File: src/rtl/alu_ctrl_issue_stage.sv
// alu_ctrl_issue_stage: decodes an RV32 instruction into ALU control and operands and issues it
// through a 2-entry skid buffer so in_ready comes straight from a flop.
module alu_ctrl_issue_stage #(
  parameter int XLEN         = 32,
  parameter bit DROP_ILLEGAL = 1'b0
) (
  input  logic            clk,
  input  logic            rst,
  input  logic            flush,
  input  logic            in_valid,
  output logic            in_ready,
  input  logic [31:0]     in_instr,
  input  logic [XLEN-1:0] in_pc,
  input  logic [XLEN-1:0] in_rs1_data,
  input  logic [XLEN-1:0] in_rs2_data,
  output logic            out_valid,
  input  logic            out_ready,
  output logic [2:0]      out_alu_control,
  output logic [XLEN-1:0] out_srca,
  output logic [XLEN-1:0] out_srcb,
  output logic [XLEN-1:0] out_rs2_data,
  output logic [XLEN-1:0] out_imm,
  output logic [XLEN-1:0] out_pc,
  output logic [4:0]      out_rd,
  output logic            out_reg_write,
  output logic            out_mem_write,
  output logic            out_result_src,
  output logic            out_branch,
  output logic            out_illegal
);
  typedef struct packed {
    logic [2:0]      alu_control;
    logic [XLEN-1:0] srca;
    logic [XLEN-1:0] srcb;
    logic [XLEN-1:0] rs2_data;
    logic [XLEN-1:0] imm;
    logic [XLEN-1:0] pc;
    logic [4:0]      rd;
    logic            reg_write;
    logic            mem_write;
    logic            result_src;
    logic            branch;
    logic            illegal;
  } op_t;
  typedef enum logic [1:0] {EMPTY, ONE, FULL} state_t;
  state_t          state_q, state_d;
  op_t             m_q, m_d, s_q, s_d, dec;
  logic            in_ready_q;
  logic            load;
  logic [6:0]      opc, f7;
  logic [2:0]      f3, fmap;
  logic            fok;
  logic [XLEN-1:0] imm_i, imm_s, imm_b;
  logic            unused_rs1_field;
  assign opc   = in_instr[6:0];
  assign f3    = in_instr[14:12];
  assign f7    = in_instr[31:25];
  assign imm_i = {{(XLEN-12){in_instr[31]}}, in_instr[31:20]};
  assign imm_s = {{(XLEN-12){in_instr[31]}}, in_instr[31:25], in_instr[11:7]};
  assign imm_b = {{(XLEN-13){in_instr[31]}}, in_instr[31], in_instr[7], in_instr[30:25], in_instr[11:8], 1'b0};
  // register indices are resolved upstream; only their data arrives here
  assign unused_rs1_field = ^in_instr[19:15];
  // shared funct3 map for R- and I-type: add, slt, or, and
  always_comb begin
    fok  = 1'b1;
    fmap = 3'b000;
    case (f3)
      3'b000:  fmap = 3'b000;
      3'b010:  fmap = 3'b101;
      3'b110:  fmap = 3'b011;
      3'b111:  fmap = 3'b010;
      default: fok  = 1'b0;
    endcase
  end
  always_comb begin
    dec          = '0;
    dec.srca     = in_rs1_data;
    dec.srcb     = in_rs2_data;
    dec.rs2_data = in_rs2_data;
    dec.pc       = in_pc;
    dec.rd       = in_instr[11:7];
    dec.illegal  = 1'b1;
    case (opc)
      7'b0000011: if (f3 == 3'b010) begin
        dec.illegal    = 1'b0;
        dec.srcb       = imm_i;
        dec.imm        = imm_i;
        dec.reg_write  = 1'b1;
        dec.result_src = 1'b1;
      end
      7'b0100011: if (f3 == 3'b010) begin
        dec.illegal   = 1'b0;
        dec.srcb      = imm_s;
        dec.imm       = imm_s;
        dec.mem_write = 1'b1;
      end
      7'b1100011: if (f3 == 3'b000) begin
        dec.illegal     = 1'b0;
        dec.alu_control = 3'b001;
        dec.imm         = imm_b;
        dec.branch      = 1'b1;
      end
      7'b0110011: if (fok && (f7 == 7'b0000000 || f7 == 7'b0100000)) begin
        dec.illegal     = 1'b0;
        dec.alu_control = (f3 == 3'b000 && f7[5]) ? 3'b001 : fmap;
        dec.reg_write   = 1'b1;
      end
      7'b0010011: if (fok) begin
        dec.illegal     = 1'b0;
        dec.alu_control = fmap;
        dec.srcb        = imm_i;
        dec.imm         = imm_i;
        dec.reg_write   = 1'b1;
      end
      default: ;
    endcase
    if (dec.rd == 5'd0) dec.reg_write = 1'b0;
  end
  // dropped illegal ops still complete the input handshake, they just never enter the buffer
  assign load = in_valid & in_ready_q & ~flush & ~(DROP_ILLEGAL & dec.illegal);
  always_ff @(posedge clk or negedge rst) begin
    if (!rst) begin
      state_q    <= EMPTY;
      in_ready_q <= 1'b1;
      m_q        <= '0;
      s_q        <= '0;
    end else begin
      state_q    <= state_d;
      in_ready_q <= (state_d != FULL);
      m_q        <= m_d;
      s_q        <= s_d;
    end
  end
  always_comb begin
    state_d = state_q;
    case (state_q)
      EMPTY:   state_d = load ? ONE : EMPTY;
      ONE:     state_d = (load && !out_ready) ? FULL : (!load && out_ready) ? EMPTY : ONE;
      FULL:    state_d = out_ready ? ONE : FULL;
      default: state_d = EMPTY;
    endcase
    if (flush) state_d = EMPTY;
  end
  always_comb begin
    m_d = (state_q == FULL) ? (out_ready ? s_q : m_q) :
          (load && (state_q == EMPTY || out_ready)) ? dec : m_q;
    s_d = (state_q == ONE && load && !out_ready) ? dec : s_q;
  end
  always_comb begin
    in_ready        = in_ready_q;
    out_valid       = (state_q != EMPTY);
    out_alu_control = m_q.alu_control;
    out_srca        = m_q.srca;
    out_srcb        = m_q.srcb;
    out_rs2_data    = m_q.rs2_data;
    out_imm         = m_q.imm;
    out_pc          = m_q.pc;
    out_rd          = m_q.rd;
    out_reg_write   = m_q.reg_write;
    out_mem_write   = m_q.mem_write;
    out_result_src  = m_q.result_src;
    out_branch      = m_q.branch;
    out_illegal     = m_q.illegal;
  end
endmodule
File: config.mk
export PLATFORM = sky130hd
export DESIGN_NAME = alu_ctrl_issue_stage
export DESIGN_NICKNAME = d
export VERILOG_FILES = /design/src/rtl/alu_ctrl_issue_stage.sv
export SDC_FILE = /design/constraint.sdc
export NUM_CORES = 1
export LEC_CHECK = 0
export BUFFER_PORTS_ARGS = -buffer_cell sky130_fd_sc_hd__buf_2
export CAP_MARGIN = 0
export CORE_UTILIZATION = 37
export DETAILED_ROUTE_END_ITERATION = 10
export MAX_ROUTING_LAYER = met4
export PLACE_DENSITY = 0.55
export SLEW_MARGIN = 20
export SYNTH_ARGS = -nofsm -noshare
export SYNTH_HDL_FRONTEND = slang
export SYNTH_SLANG_ARGS = --single-unit
File: constraint.sdc
create_clock -name clk -period 2.8 [get_ports clk]
set_input_delay 0.42 -clock clk [delete_from_list [all_inputs] [get_ports clk]]
set_output_delay 0.42 -clock clk [all_outputs]
set_load 0.05 [all_outputs]
==> impl_metrics.tcl <==
set metrics [dict create \
    ioPinCount 308 \
    layout_commonest_cell "nand2_1" \
    critPathRequiredTime_ps 2380 \
    ys_seq_area_share_pct 56.1 \
    leakage_nw 8.25 \
    critical_path.endpoint_type "primary output" \
    worstSetupPathType "reg -> out" \
    drv_cap 0 \
    dp.final_hpwl_mm 27.3 \
    drc 0 \
    fmax_mhz 431 \
    ant_nets 0 \
    synth-edff-count 0 \
    hold_viol_final 0 \
    postCtsSetupRepairBufs 0 \
    drt_iter0_markers 787 \
    drive_above_1_share_pct 22.1 \
    design.core.area_um2 36800 \
    clk_pin_slew_ps 60 \
    cts-resized-gates 0 \
    slew_violations 0 \
    worstPathMaxFanout 30 \
    drt_wl_total_mm 41.8 \
    cts_tree "done" \
    fp-row-count 70 \
    grt_pass1_wl_mm 66.5 \
    final_cell_mix "nand2_1 (523), dfrtp_1 (310), buf_2 (301), nor2_1 (159), a31oi_1 (107)" \
    grt_start_max_net_pins 108 \
    htree_levels 2 \
    grt_pass1_vias 11700 \
    ir_drop_v 0.000515 \
    cp.arrival_ps 1900 \
    async_flop_share_pct 100 \
    gp_congestion 0.890 \
    cts_root_buf "clkbuf_16" \
    hold_buffers 1 \
    slew_headroom_pct 29.8 \
    die_area_um2 38300 \
    viasPerCell 5.15 \
    io_buffers 302 \
    yosysUniqueCellTypes 58 \
    grt_overflow_total 0 \
    clockBufferDepth 3 \
    syn_inst 1580 \
    dr.pass1.iters 5 \
    syn_nets 1714 \
    yosys_most_used_dff "dfrtp_1" \
    synth_area_um2 13900 \
    area_growth_pct 22.5 \
    die_y_um 196 \
    dieWidth_um 196 \
    clk-insertion-delay-late_ps 530 \
    postLayoutSetupSlackWorst_ps 481 \
    min_period_over_period_pct 82.8 \
    dp_slack_ps 351 \
    ys_ff_latch 311 \
    initial_core_util_pct 37.7 \
    wire_per_inst_um 18.0 \
    setup_tns_ps 0 \
    rsz0062_at_grt "no" \
    nets 1958 \
    syn_area_per_cell_um2 8.78 \
    tightest_slew_ps 1050 \
    fin_hold_ws_ps 94.3 \
    numCtsBuffers 37 \
    grt_util_all_layers_pct 22.8 \
    hold_class "in -> reg" \
    status "finished, final reports clean" \
    cts_num_sinks 311 \
    clock_skew_ps 8.99 \
    report.final.setup_viol 0 \
    ys_warn_count 0 \
    crit_path_start_kind "register" \
    vias 12000 \
    antenna_found_initial 8 \
    period_needed_ps 2320 \
    power_density_nw_per_um2 831 \
]
worst paths after layout:
path / cells past startpoint / to / slack [ps] / startpoint
min reg2reg: 2 / s_q[171] / 470 / s_q[171]
min in group asynchronous: 2 / out_pc[27] / 420 / rst
max reg2reg: 6 / in_ready / 530 / state_q[1]
max: 4 / out_valid / 480 / state_q[1]
min: 3 / s_q[142] / 90 / in_rs1_data[4]
max in group asynchronous: 3 / out_srcb[11] / 1640 / rst
kinds of logic after synthesis:
group | count (synthesis) | synth area share [%]
adders and majority gates | 1 | 0.0902
and+or+nand+nor | 759 | 22.0
DFF | 311 | 56.1
AOI/OAI and AO/OA | 335 | 16.0
muxes | 3 | 0.217
buffers and inverters | 171 | 5.64
sequential cells by signal, summed over array words and instances (netlist names), 3 cells and up:
register / cells
out_alu_control: 3
out_pc: 32
out_imm: 13
s_q: 154
out_rs2_data: 32
out_rd: 5
out_srcb: 32
out_srca: 32
worst max-delay path, stage by stage (launching register included):
cell and delay, ps:
dfrtp_1 370, buf_4 260, nor2_1 340, inv_1 150, buf_2 240
per-layer routing:
layer	global-route usage (%)	wire length, µm
met1	30.3	18700
met2	34.2	19200
met3	5.16	2870
met4	7.84	1030
met5	-	0
metrics by stage:
stage / cells / area (µm²) / utilization (%) / total power, mW
final: 2324 / 17000 / 46.2 / 14.1
after global routing: 2323 / 17000 / 46.2 / 14.8
after CTS: 2317 / 17000 / 46.1 / 14.3
after detailed placement: 2252 / 15800 / 42.9 / 9.52
after global placement: 2252 / 15800 / 42.9 / 9.44
after floorplan: 1580 / 13900 / - / 8.49
power breakdown:
| part | switching [mW] | leakage, nW | internal [mW] |
|---|---|---|---|
| sequential | 0.480 | 3.78 | 5.36 |
| clock | 1.86 | 0.576 | 2.83 |
| combinational | 2.64 | 3.90 | 0.935 |
| total | 4.98 | 8.25 | 9.13 |
synthesized netlist by cell type, types with 21 or more instances:
library cell | n | area (µm²)
buf_2 | 27 | 135
o21ai_0 | 47 | 235
o211ai_1 | 21 | 158
clkbuf_1 | 80 | 300
dfrtp_1 | 310 | 7760
inv_1 | 36 | 135
a31oi_1 | 107 | 669
a21oi_1 | 51 | 255
nand2_1 | 524 | 1970
a22o_1 | 28 | 245
nor2_1 | 160 | 601
a22oi_1 | 26 | 195
layout make-up:
| cell class | instances | area, µm² |
|---|---|---|
| Clock buffer | 57 | 1080 |
| Antenna cell | 7 | 17.5 |
| Multi-Input combinational cell | 1098 | 5360 |
| Tap cell | 468 | 586 |
| Clock inverter | 7 | 92.6 |
| Sequential cell | 311 | 7780 |
| Timing Repair Buffer | 340 | 1930 |
| Fill cell | 3641 | 19800 |
| Inverter | 36 | 135 |
(Power assumes the default switching activity.)
